## src/rtl/soc_sysid_pkg.sv

```systemverilog
// Shared constants for the soc_sysid_ext system-identification slave.
// Word offsets of the register map, CTRL/CAPS bit positions and a
// byte-lane merge helper used by every writable register.
package soc_sysid_pkg;

    // Word offsets of the register map
    localparam int unsigned WORD_ID           = 0;
    localparam int unsigned WORD_TS           = 1;
    localparam int unsigned WORD_INFO         = 2;
    localparam int unsigned WORD_CAPS         = 3;
    localparam int unsigned WORD_UP_LO        = 4;
    localparam int unsigned WORD_UP_HI        = 5;
    localparam int unsigned WORD_CTRL         = 6;
    localparam int unsigned WORD_SCRATCH_BASE = 8;

    // CTRL bit positions (only byte lane 0 is decoded)
    localparam int unsigned CTRL_EN_BIT  = 0;
    localparam int unsigned CTRL_CLR_BIT = 1;

    // CAPS bit positions
    localparam int unsigned CAPS_UPTIME_BIT = 0;

    // Replace only the byte lanes whose enable is set
    function automatic logic [31:0] merge_bytes(input logic [31:0] old_v,
                                                input logic [31:0] new_v,
                                                input logic [3:0]  be);
        logic [31:0] res;
        res = old_v;
        for (int b = 0; b < 4; b++) begin
            if (be[b]) begin
                res[8*b +: 8] = new_v[8*b +: 8];
            end
        end
        return res;
    endfunction

endpackage

```

## src/rtl/soc_sysid_uptime.sv

```systemverilog
// Free-running 64-bit uptime counter with enable, clear pulse and a
// high-word shadow. The shadow is captured when latch_i is high so a
// LO read followed later by a HI read gives a consistent 64-bit value.
module soc_sysid_uptime (
    input  logic        clock,
    input  logic        reset_n,
    input  logic        ctrl_wr_i,   // CTRL written with lane 0 enabled
    input  logic        en_wdata_i,  // EN value carried by that write
    input  logic        clr_i,       // CLR bit set in that write
    input  logic        latch_i,     // UPTIME_LO being read this cycle
    output logic [31:0] count_lo_o,
    output logic [31:0] shadow_o,
    output logic        en_o
);

    logic [63:0] count_q;
    logic [31:0] shadow_q;
    logic        en_q;

    // EN register; comes out of reset counting
    always_ff @(posedge clock or negedge reset_n) begin
        if (!reset_n) begin
            en_q <= 1'b1;
        end else if (ctrl_wr_i) begin
            en_q <= en_wdata_i;
        end
    end

    // Counter: clear wins over increment; increment gated by current EN
    always_ff @(posedge clock or negedge reset_n) begin
        if (!reset_n) begin
            count_q <= 64'd0;
        end else if (clr_i) begin
            count_q <= 64'd0;
        end else if (en_q) begin
            count_q <= count_q + 64'd1;
        end
    end

    // High-word shadow captured alongside a LO read
    always_ff @(posedge clock or negedge reset_n) begin
        if (!reset_n) begin
            shadow_q <= 32'd0;
        end else if (latch_i) begin
            shadow_q <= count_q[63:32];
        end
    end

    assign count_lo_o = count_q[31:0];
    assign shadow_o   = shadow_q;
    assign en_o       = en_q;

endmodule

```

## src/rtl/soc_sysid_ext.sv

```systemverilog
// soc_sysid_ext: Avalon-MM system-identification slave.
// Read-only identity words, optional uptime counter, scratch bank and a
// registered read-data port with fixed one-cycle latency.
// Build option: define SOC_SYSID_UPTIME_EN to include the uptime counter,
// its HI shadow and the CTRL register; otherwise those words read 0.
//
// Bus handshake: there is no waitrequest, every read/write strobe is
// accepted in the cycle it is high; an accepted read produces exactly one
// readdatavalid pulse in the next cycle, and readdata then holds until the
// next accepted read. A simultaneous read and write both execute and the
// read observes the value from before the write.
module soc_sysid_ext
    import soc_sysid_pkg::*;
#(
    parameter logic [31:0] SYSTEM_ID   = 32'h0000_0000,
    parameter logic [31:0] TIMESTAMP   = 32'h0000_0000,
    parameter logic [15:0] HW_VERSION  = 16'h0001,
    parameter int          ADDR_W      = 4,
    parameter int          NUM_SCRATCH = 4
) (
    input  logic              clock,
    input  logic              reset_n,
    input  logic [ADDR_W-1:0] address,
    input  logic              read,
    input  logic              write,
    input  logic [31:0]       writedata,
    input  logic [3:0]        byteenable,
    output logic [31:0]       readdata,
    output logic              readdatavalid
);

    // Keep at least one array entry so a zero-scratch build stays legal
    localparam int SCR_N = (NUM_SCRATCH > 0) ? NUM_SCRATCH : 1;

    logic [31:0] scratch_q [SCR_N];
    logic [31:0] rd_data_d;

    function automatic logic hit(input logic [ADDR_W-1:0] a, input int unsigned w);
        return a == ADDR_W'(w);
    endfunction

`ifdef SOC_SYSID_UPTIME_EN
    logic        ctrl_wr;
    logic [31:0] up_count_lo;
    logic [31:0] up_shadow;
    logic        up_en;

    assign ctrl_wr = write && hit(address, WORD_CTRL) && byteenable[0];

    soc_sysid_uptime u_uptime (
        .clock      (clock),
        .reset_n    (reset_n),
        .ctrl_wr_i  (ctrl_wr),
        .en_wdata_i (writedata[CTRL_EN_BIT]),
        .clr_i      (ctrl_wr && writedata[CTRL_CLR_BIT]),
        .latch_i    (read && hit(address, WORD_UP_LO)),
        .count_lo_o (up_count_lo),
        .shadow_o   (up_shadow),
        .en_o       (up_en)
    );
`endif

    // Scratch bank: byte-lane writes to the addressed entry
    always_ff @(posedge clock or negedge reset_n) begin
        if (!reset_n) begin
            for (int i = 0; i < SCR_N; i++) begin
                scratch_q[i] <= 32'd0;
            end
        end else if (write) begin
            for (int i = 0; i < NUM_SCRATCH; i++) begin
                if (hit(address, WORD_SCRATCH_BASE + i)) begin
                    scratch_q[i] <= merge_bytes(scratch_q[i], writedata, byteenable);
                end
            end
        end
    end

    // Read mux over the word map; unmapped words read 0
    always_comb begin
        rd_data_d = 32'd0;
        if (hit(address, WORD_ID)) begin
            rd_data_d = SYSTEM_ID;
        end else if (hit(address, WORD_TS)) begin
            rd_data_d = TIMESTAMP;
        end else if (hit(address, WORD_INFO)) begin
            rd_data_d = {8'(NUM_SCRATCH), 8'(ADDR_W), HW_VERSION};
        end else if (hit(address, WORD_CAPS)) begin
`ifdef SOC_SYSID_UPTIME_EN
            rd_data_d[CAPS_UPTIME_BIT] = 1'b1;
`endif
        end
`ifdef SOC_SYSID_UPTIME_EN
        else if (hit(address, WORD_UP_LO)) begin
            rd_data_d = up_count_lo;
        end else if (hit(address, WORD_UP_HI)) begin
            rd_data_d = up_shadow;
        end else if (hit(address, WORD_CTRL)) begin
            rd_data_d[CTRL_EN_BIT] = up_en;
        end
`endif
        else begin
            for (int i = 0; i < NUM_SCRATCH; i++) begin
                if (hit(address, WORD_SCRATCH_BASE + i)) begin
                    rd_data_d = scratch_q[i];
                end
            end
        end
    end

    // Registered read port: data updates only on accepted reads
    always_ff @(posedge clock or negedge reset_n) begin
        if (!reset_n) begin
            readdata      <= 32'd0;
            readdatavalid <= 1'b0;
        end else begin
            readdatavalid <= read;
            if (read) begin
                readdata <= rd_data_d;
            end
        end
    end

endmodule
```

## config.mk

```make
export PLATFORM = sky130hd
export DESIGN_NAME = soc_sysid_ext
export DESIGN_NICKNAME = d
export VERILOG_FILES = /design/src/rtl/soc_sysid_pkg.sv /design/src/rtl/soc_sysid_uptime.sv /design/src/rtl/soc_sysid_ext.sv
export SDC_FILE = /design/constraint.sdc
export NUM_CORES = 1
export LEC_CHECK = 0
export CAP_MARGIN = 25
export CORE_MARGIN = 3
export CORE_UTILIZATION = 51
export CTS_BUF_LIST = sky130_fd_sc_hd__clkbuf_8
export CTS_CLUSTER_SIZE = 28
export DETAILED_ROUTE_END_ITERATION = 10
export PLACE_DENSITY_LB_ADDON = 0.15
export SLEW_MARGIN = 20
export SYNTH_ARGS = -nofsm -noshare
export SYNTH_HDL_FRONTEND = slang
export SYNTH_HIERARCHICAL = 1
export SYNTH_SLANG_ARGS = --single-unit
```

## constraint.sdc

```tcl
create_clock -name clock -period 1.45 [get_ports clock]
set_input_delay 0.29 -clock clock [delete_from_list [all_inputs] [get_ports clock]]
set_output_delay 0.29 -clock clock [all_outputs]
set_load 0.005 [all_outputs]
```

==> results of run 1 <==
-- report_power, final --
part,switching (µW),internal (µW)
Sequential,422,5260
Combinational,783,1150
Clock,1610,1920
Total,2810,8330
-- final timing paths --
kind,cells past startpoint,from,to,slack (ns)
max reg2reg,4,readdata[17],readdata[17],0.47
min in group asynchronous,2,reset_n,scratch_q[88],0.26
max,5,byteenable[0],scratch_q[35],-0.02
max in group asynchronous,3,reset_n,scratch_q[13],0.62
min reg2reg,1,scratch_q[96],scratch_q[96],0.51
min,2,read,readdatavalid,0.23
-- sequential cells by signal (all words and copies together), names as in the netlist --
register       cells
scratch_q        128
readdata          32
readdatavalid      1
-- through the flow --
stage	utilization (%)	total power (µW)	worst slack [ns]	hold WS, ns	cells
after floorplan	-	6800	-0.105	-0.00559	587
after global placement	64.8	7520	-0.647	0.170	859
after detailed placement	64.8	7640	-0.694	0.174	859
after CTS	68.7	11200	-0.0291	0.189	905
after global routing	69.5	11700	-0.00801	0.215	910
final	69.5	11100	-0.0174	0.227	910
-- placed cells by master (no fill, tap or decap), drive strengths merged --
master,n
a21boi,3
a21o,32
a31oi,32
and2b,1
buf,76
bufinv,3
clkbuf,22
clkdlybuf4s15,16
clkdlybuf4s50,36
clkinv,3
clkinvlp,3
dfrtp,161
dlygate4sd2,21
dlygate4sd3,1
dlymetal6s2s,1
inv,4
mux2,125
nand2,67
nand2b,4
nand3b,1
nand4b,3
nor2,13
nor2b,3
nor3,4
nor3b,1
o21a,29
o21ai,32
o221ai,3
o22ai,32
or2,2
-- routing by layer --
layer,vias up,part of all wire [%],GRT usage (%)
li1,2413,-,-
met1,2688,45,33.4
met2,144,49,38.9
met3,25,3.8,4.48
met4,2,1.5,8.04
met5,-,0.038,0
-- area by class of cell --
class,count,area (µm²),share of cell area [%]
Timing Repair Buffer,151,1470,15.6
Tap cell,176,220,2.34
Clock buffer,22,303,3.21
Multi-Input combinational cell,387,3270,34.6
Inverter,3,11.3,0.119
Sequential cell,161,4030,42.7
Clock inverter,10,131,1.39
-- kinds of logic after synthesis --
kind of cell    share of synthesized area (%)
compound gates                           14.7
buf+inv                                  2.36
flops                                    55.5
mux                                      19.4
simple gates                             8.03
-- timing repair --
item	4_1_cts	5_1_grt
buffers inserted	13	5
pin swaps	4	6
setup endpoints to repair	189	127
resized for setup	53	18
endpoints found under the hold margin	123	0
hold buffers	1	0
==> out/metrics.csv, run 1 <==
metric;value;unit
synth warn;6;
Final min period;1.47;ns
Final setup violation count;8;
drt first pass iters;6;
Power Density;1180;nW/µm²
Starting Density;53.5;%
Slew @ Worst Pin;0.464;ns
die area;15700;µm²
core area;13600;µm²
synth unique cells;29;
Vias per Instance;5.79;
largest net degree at the start of global routing;55;
Num CTS Buffers;17;
Yosys top cell area share;55.5;%
detailed placement HPWL;12.0;mm
Setup CP Type;in2reg;
Worst slew margin;69.1;%
maxcap violations;0;
CTS Sinks;161;
Total Nets Final;765;
Max stage delay on crit path;0.52;ns
largest area contributor in the netlist;dfrtp_1;
Syn Nets;631;
number of core rows;42;
commonest cells in the synthesized netlist;161 x dfrtp_1, 125 x mux2_2, 66 x nand2_1;
Slew Viols, Final;0;
post-route ant nets;0;
Worst Path Arrival;1.81;ns
Synth Cell Area;7260;µm²
# H-tree levels;4;
grt total ovfl;0;
ANT cells;0;
post-route clock skew;0.0112;ns
Critical Path Source Type;input pin;
Vias;5272;
layout cells sized above 1;35.0;%
Port Buffers;76;
I/O Pins;77;
crit-path cells;clkdlybuf4s50_1 -> nand2_1 -> buf_4 -> nor2_8 -> mux2_4;
Post-synth EDFFs;0;
most area-consuming cells after synthesis;dfrtp_1 56%, mux2_2 19%, nand2_1 3.4%;
Seq/Total Area, Yosys;55.5;%
Die Span X;125;µm
Critical-path top delay cell;clkdlybuf4s50_1;
clk_lat worst skew;0.46;ns
Yosys reg bits;161;
Hold Path Class;in2reg;
cell count after synthesis;587;
Die Span Y;125;µm
status;complete, but fails checks;
vias in the first global route;5722;
Worst-path clk slew;0.09;ns
VDD IR-drop max;0.000784;V
antenna violations before repair;1;
first-pass GRT wire length;30.2;mm
Synth-to-Final Area Change;29.9;%
Static Leak;0.00423;µW
CP Max Fanout;8;
DRT iter0 DRCs;358;
routed length per instance;20.1;µm
Primary FF master, synth;dfrtp_1;
# fillers;932;
CTS tree;done;
Total Wirelength;18.3;mm
total track usage;24.1;%
Peak Freq;681;MHz
drt drc;0;
final instance area;9430;µm²
FFs w/ async S/R, synth;100;%
clock buffer depth;2;
critical path's top delay family;buffers and inverters;
worst setup margin;-0.0174;ns
CP bufs+invs;2;
CTS root buffer;clkbuf_8;
Post-Syn Area per Cell;12.4;µm²
most common cell in the netlist;dfrtp_1;
sum of negative setup slack;-0.0950;ns
Final Hold Viols;0;
GP Congestion;0.816;
CP endpoint kind;flop;
WP data required;1.79;ns
violated checks;setup timing;
Placed Area;8780;µm²
crit share post-route;101;%
(Power assumes the default switching activity.)
==> run 2: changes to the inputs <==
==> constraint.sdc (replaced) <==
create_clock -name clock -period 1.8 [get_ports clock]
set_input_delay 0.36 -clock clock [delete_from_list [all_inputs] [get_ports clock]]
set_output_delay 0.36 -clock clock [all_outputs]
set_load 0.005 [all_outputs]
==> run 2 against run 1 <==
The run now ends clean. Clock power decreased by 21%. Global-route usage down 0.59 points. Cell count down 1.4%. Register-to-register slack improved by 0.38 ns. Setup slack better by 0.084 ns. Sequential share of layout area grew 1.6 points. Core utilization shrank 2.6 points.
==> out/metrics.csv, run 2 (synthesis gave the netlist of run 1 again) <==
metric;value;unit;change
Die Span Y;125;µm;unchanged
Placed Area;8640;µm²;-1.6%
Critical Path Source Type;input pin;;
Total Power;8780;µW;-21%
Port Buffers;76;;unchanged
routed length per instance;19.6;µm;-2.2%
R2R cell count;3;;-1
VDD IR-drop max;0.000728;V;-7.1%
vias in the first global route;5658;;-1.1%
Clock Power Share;31.7;%;about the same
Internal;6510;µW;-22%
sw frac;25.8;%;+0.53 points
Slew @ Worst Pin;0.426;ns;-0.0382 ns
drt drc;0;;unchanged
antenna violations before repair;0;;-1
clock buffer depth;2;;unchanged
Flop pwr share;52.0;%;+1.0 points
maxcap violations;0;;unchanged
post-route clock skew;0.00861;ns;-0.00257 ns
grt total ovfl;0;;unchanged
CP Max Fanout;8;;unchanged
crit-path cells;clkdlybuf4s50_1 -> nand2b_2 -> or2_1 -> buf_4 -> nor2_8 -> mux2_2;;
Vias;5208;;-1.2%
Top reg by flops;scratch_q;;
hold slack;0.329;ns;+0.102 ns
WL met2;8.70;mm;-3.1%
core area;13600;µm²;unchanged
Top Registers;scratch_q: 128 flops, readdata: 32 flops, readdatavalid: 1 flops;;
Setup CP Type;in2reg;;
largest net degree at the start of global routing;50;;-9.1%
Core Util, Final;67.0;%;-2.6 points
WP data required;2.14;ns;+0.35 ns
Power Density;967;nW/µm²;-18%
Die Span X;125;µm;unchanged
crit share post-route;96.3;%;
Largest register FFs;128;;unchanged
first-pass GRT wire length;29.6;mm;-2.2%
Worst R2R Start;scratch_q[96];;
Inst Count DP;863;;+0.47%
DR top layer;met4;;
share of total power in combinational logic;16.3;%;-1.0 points
clk_lat worst skew;0.46;ns;about the same
RSZ-0062 raised after global routing;no;;
GP Congestion;0.808;;-1.0%
detailed placement HPWL;12.2;mm;+1.8%
Total Wirelength;17.6;mm;-3.6%
Worst slew margin;71.6;%;+2.5 points
Peak Freq;577;MHz;
wl on met1;7.84;mm;-5.5%
Worst-path clk slew;0.08;ns;about the same
RR Endpoint;readdata[0];;
final instance area;9080;µm²;-3.7%
Worst Path Arrival;2.07;ns;+0.26 ns
Min-Delay Path Depth;2;;unchanged
fin cells;897;;-1.4%
most frequent cells in the layout;161 x dfrtp_1, 125 x mux2_2, 73 x clkdlybuf4s50_1;;
Critical-path top delay cell;clkdlybuf4s50_1;;
# H-tree levels;4;;unchanged
Total Nets Final;752;;-1.7%
die area;15700;µm²;unchanged
Num CTS Buffers;17;;unchanged
Final min period;1.73;ns;
number of core rows;42;;unchanged
CP endpoint kind;flop;;
Slew Viols, Final;0;;unchanged
total track usage;23.6;%;-0.59 points
Final Hold Viols;0;;unchanged
hold path start;read;;
R2R setup slack;0.85;ns;+0.38 ns
Max stage delay on crit path;0.49;ns;-0.03 ns
Starting Density;53.5;%;unchanged
Synth-to-Final Area Change;25.1;%;
post-route ant nets;0;;unchanged
layout cells sized above 1;33.7;%;-1.3 points
CTS root buffer;clkbuf_8;;
ANT cells;0;;unchanged
Static Leak;0.00396;µW;-6.5%
DRT iter0 DRCs;315;;-12%
CTS tree;done;;
most common cell after layout, fill and taps aside;dfrtp_1;;
status;complete, no violations;;
CP bufs+invs;2;;unchanged
critical path's top delay family;simple AND/OR/NAND/NOR gates;;
Hold EP;readdatavalid;;
met3 WL;797;µm;+15%
Psw;2260;µW;-20%
CTS Sinks;161;;unchanged
Final setup violation count;0;;-8
Hold Path Class;in2reg;;
drt first pass iters;4;;-2
Vias per Instance;5.81;;+0.22%
I/O Pins;77;;unchanged
==> run 2: cell types whose count changed in the layout (fill, tap and decap cells not counted), sizes merged <==
cell | previous run | this run
buf | 76 | 63
clkbuf | 22 | 19
clkdlybuf4s15 | 16 | 0
clkdlybuf4s50 | 36 | 73
clkinv | 3 | 9
clkinvlp | 3 | 1
dlygate4sd2 | 21 | 0
inv | 4 | 3
==> run 2: routing by layer <==
layer	track usage, %	vias up
met5	0	-
met4	6.31	0
met3	5.54	25
met2	38.5	133
met1	32.0	2680
li1	-	2370
==> run 2: power by group through the flow <==
stage | sequential (µW) | combinational [µW] | clock (µW)
5_1_grt | 4640 | 1570 | 3010
6_report | 4560 | 1430 | 2790
3_5_place_dp | 4620 | 1440 | 0
2_1_floorplan | 4530 | 853 | 0
3_3_place_gp | 4580 | 1370 | 0
4_1_cts | 4550 | 1440 | 2840
==> run 2: worst register-to-register path: cells and delay by family, from the launching register on <==
family	cells	cell delay, ns
flops	1	0.39
compound gates	2	0.31
simple gates	1	0.13
==> run 2: layout make-up <==
cell class / count / area [µm²]
Clock buffer: 19 / 262
Fill cell: 1005 / 4480
Clock inverter: 13 / 161
Tap cell: 176 / 220
Timing Repair Buffer: 138 / 1330
Multi-Input combinational cell: 387 / 3070
Sequential cell: 161 / 4030
Inverter: 3 / 11.3
==> run 2: how the worst max path moves through the flow <==
stage,from,slack (ns),to,depth (start not counted)
finish,address[2],0.07,scratch_q[53],6
global placement,address[2],-0.39,scratch_q[40],6
global route,readdata[6],0.002,readdata[6],1
CTS,readdata[6],0.04,readdata[6],1
floorplan,address[2],0.12,scratch_q[40],6
detailed placement,address[2],-0.41,scratch_q[41],6
==> run 2: stage by stage <==
stage,setup slack (ns),setup TNS [ns]
after floorplan,0.125,0
after global placement,-0.389,-53.66
after detailed placement,-0.410,-55.08
after CTS,0.0380,0
after global routing,0.00206,0
final,0.0667,0
==> run 2: what timing repair did <==
action | in CTS | in global routing
endpoints found under the setup margin | 0 | 2
hold buffers | 1 | 0
resized for setup | 0 | 1
buffers inserted | 0 | 1
endpoints found under the hold margin | 33 | 0
==> run 3: changes to the inputs <==
--- a/config.mk
+++ b/config.mk
@@ -9,6 +9,7 @@
 export CORE_MARGIN = 3
 export CORE_UTILIZATION = 51
 export CTS_BUF_LIST = sky130_fd_sc_hd__clkbuf_8
+export CTS_CLUSTER_DIAMETER = 40
 export CTS_CLUSTER_SIZE = 28
 export DETAILED_ROUTE_END_ITERATION = 10
 export PLACE_DENSITY_LB_ADDON = 0.15
==> results of run 3 <==
The final DEF is identical to that of run 2; final timing and power are the same.
==> RTL change, RTL diff (settings of run 2) <==
Make the reset (`reset_n`) synchronous in 2 clocked blocks.
--- a/src/rtl/soc_sysid_ext.sv
+++ b/src/rtl/soc_sysid_ext.sv
@@ -61,7 +61,7 @@
 `endif
 
     // Scratch bank: byte-lane writes to the addressed entry
-    always_ff @(posedge clock or negedge reset_n) begin
+    always_ff @(posedge clock) begin
         if (!reset_n) begin
             for (int i = 0; i < SCR_N; i++) begin
                 scratch_q[i] <= 32'd0;
@@ -108,7 +108,7 @@
     end
 
     // Registered read port: data updates only on accepted reads
-    always_ff @(posedge clock or negedge reset_n) begin
+    always_ff @(posedge clock) begin
         if (!reset_n) begin
             readdata      <= 32'd0;
             readdatavalid <= 1'b0;
Behaviour: differs if reset_n is asserted again (counterexample within 4 cycles, from zero or initial values and one cycle with reset_n low); with reset_n held inactive, the same outputs for 4 cycles.
==> RTL change against run 2 <==
Non-clock buffer count shrank 5. Worst setup slack lost 0.0020 ns. Routed wire length shrank 3.3%. Clock skew shrank 0.00059 ns. Die area grew 1.8%. Count of clock-buffer cells in the layout shrank 1. Area after synthesis grew 1.9%. First-iteration DRC count grew 20%. Critical path depth shrank 5. Sequential cell count is the same. Cell area shrank 0.61%.
Power is not compared: it rests on default switching activity, and its combinational part moved more than twofold at a synthesized area within 25%.
==> RTL change: results (changes against run 2) <==
Synth
  – Proportion of synthesized chip area in sequential cells: 60.9% (+5.4 points)
  – Top cells by area, synth: edfxtp_1 52%, and2_1 11%, dfxtp_1 8.9%
  – Syn_nets: 639 (+1.3%)
  – Ys async rst share: 0% (-100 points)
  – Post-synth EDFFs: 128 (+128)
  – Synth Flop Type: edfxtp_1

Hold path
  – Worst hold start: reset_n
  – WHS Endpoint: readdata[13]
  – Hold Path Depth: 3 (+1)

GRT
  – First-pass GRT wire length: 27400 µm (-7.3%)
  – Pin count of the biggest net entering global routing: 36 (-28%)
  – GRT Resource Usage Total: 22.1% (-1.5 points)
  – Initial antenna violation count: 1 (+1)

Place
  – DP HPWL: 11700 µm (-4.3%)
  – DP Worst Slack: -0.498 ns (-0.0877 ns)

Setup path
  – Largest delay contributor family on the critical path: buffers and inverters
  – Worst Setup SP: readdata[0]
  – Reg2Reg Launch Point: scratch_q[3][0]
  – CP endpoint: readdata[0]

Run status
  – Status: finished clean

Detailed routing
  – DR pass1 iterations: 5 (+1)
  – Avg WL per Cell: 19.1 µm (-2.6%)
  – Initial DRC Count: 377 (+20%)
  – Via count: 5033 (-3.4%)

Finish
  – Layout cell share with drive strength beyond 1: 17.6% (-16 points)

STA
  – Setup Skew: 0.00802 ns (-0.000588 ns)
  – Period Utilization, post-route: 96.4% (+0.11 points)
## RTL change: changes by cell type after synthesis, moves of 33 or more
cell      change
and2_1      +129
dfxtp_1      +33
mux2_2      -125
edfxtp_1    +128
dfrtp_1     -161
nand2_1      -34
## RTL change: what timing repair did
item	CTS	global route
hold endpoints to repair	0	0
buffers inserted	0	1
gates resized for setup	0	4
endpoints found under the setup margin	8	43
pin swaps	1	1
gates cloned	0	0
## RTL change: area by class of cell
cell class	instances	area share, %
Inverter	5	0.208
Tap cell	180	2.50
Multi-Input combinational cell	379	29.4
Clock inverter	14	1.26
Clock buffer	18	2.75
Timing Repair Buffer	133	14.0
Sequential cell	161	49.9
## RTL change: per-stage QoR
| step | hold slack [ns] | cell area, µm² | instances |
|---|---|---|---|
| floorplan | 0.501 | 7440 | 595 |
| global placement | 0.537 | 8630 | 857 |
| detailed placement | 0.549 | 8630 | 857 |
| CTS | 0.390 | 8990 | 889 |
| global route | 0.415 | 9020 | 890 |
| finish | 0.411 | 9020 | 890 |
## RTL change: power groups by stage
stage / combinational, mW / sequential (mW) / clock [mW]
final: 0.704 / 4.24 / 2.47
after global routing: 0.767 / 4.26 / 2.65
after CTS: 0.701 / 4.24 / 2.50
after detailed placement: 0.697 / 4.33 / 0
after global placement: 0.681 / 4.32 / 0
after floorplan: 0.347 / 4.31 / 0
## RTL change: metal layers
layer,GRT usage [%],wire length [µm]
met3,4.84,880
met2,35.9,8350
met5,0,9
met4,10.5,524
met1,28.2,7250
## RTL change: worst min-delay path, cell delays in order
cell	delay, ns
buf_2	0.15
buf_12	0.19
o221a_2	0.13
## RTL change: kinds of logic after synthesis
family,after synthesis,synth area share (%)
flops,161,60.9
buf+inv,55,3.94
mux,1,0.304
compound gates,176,17.9
simple gates,202,17.0
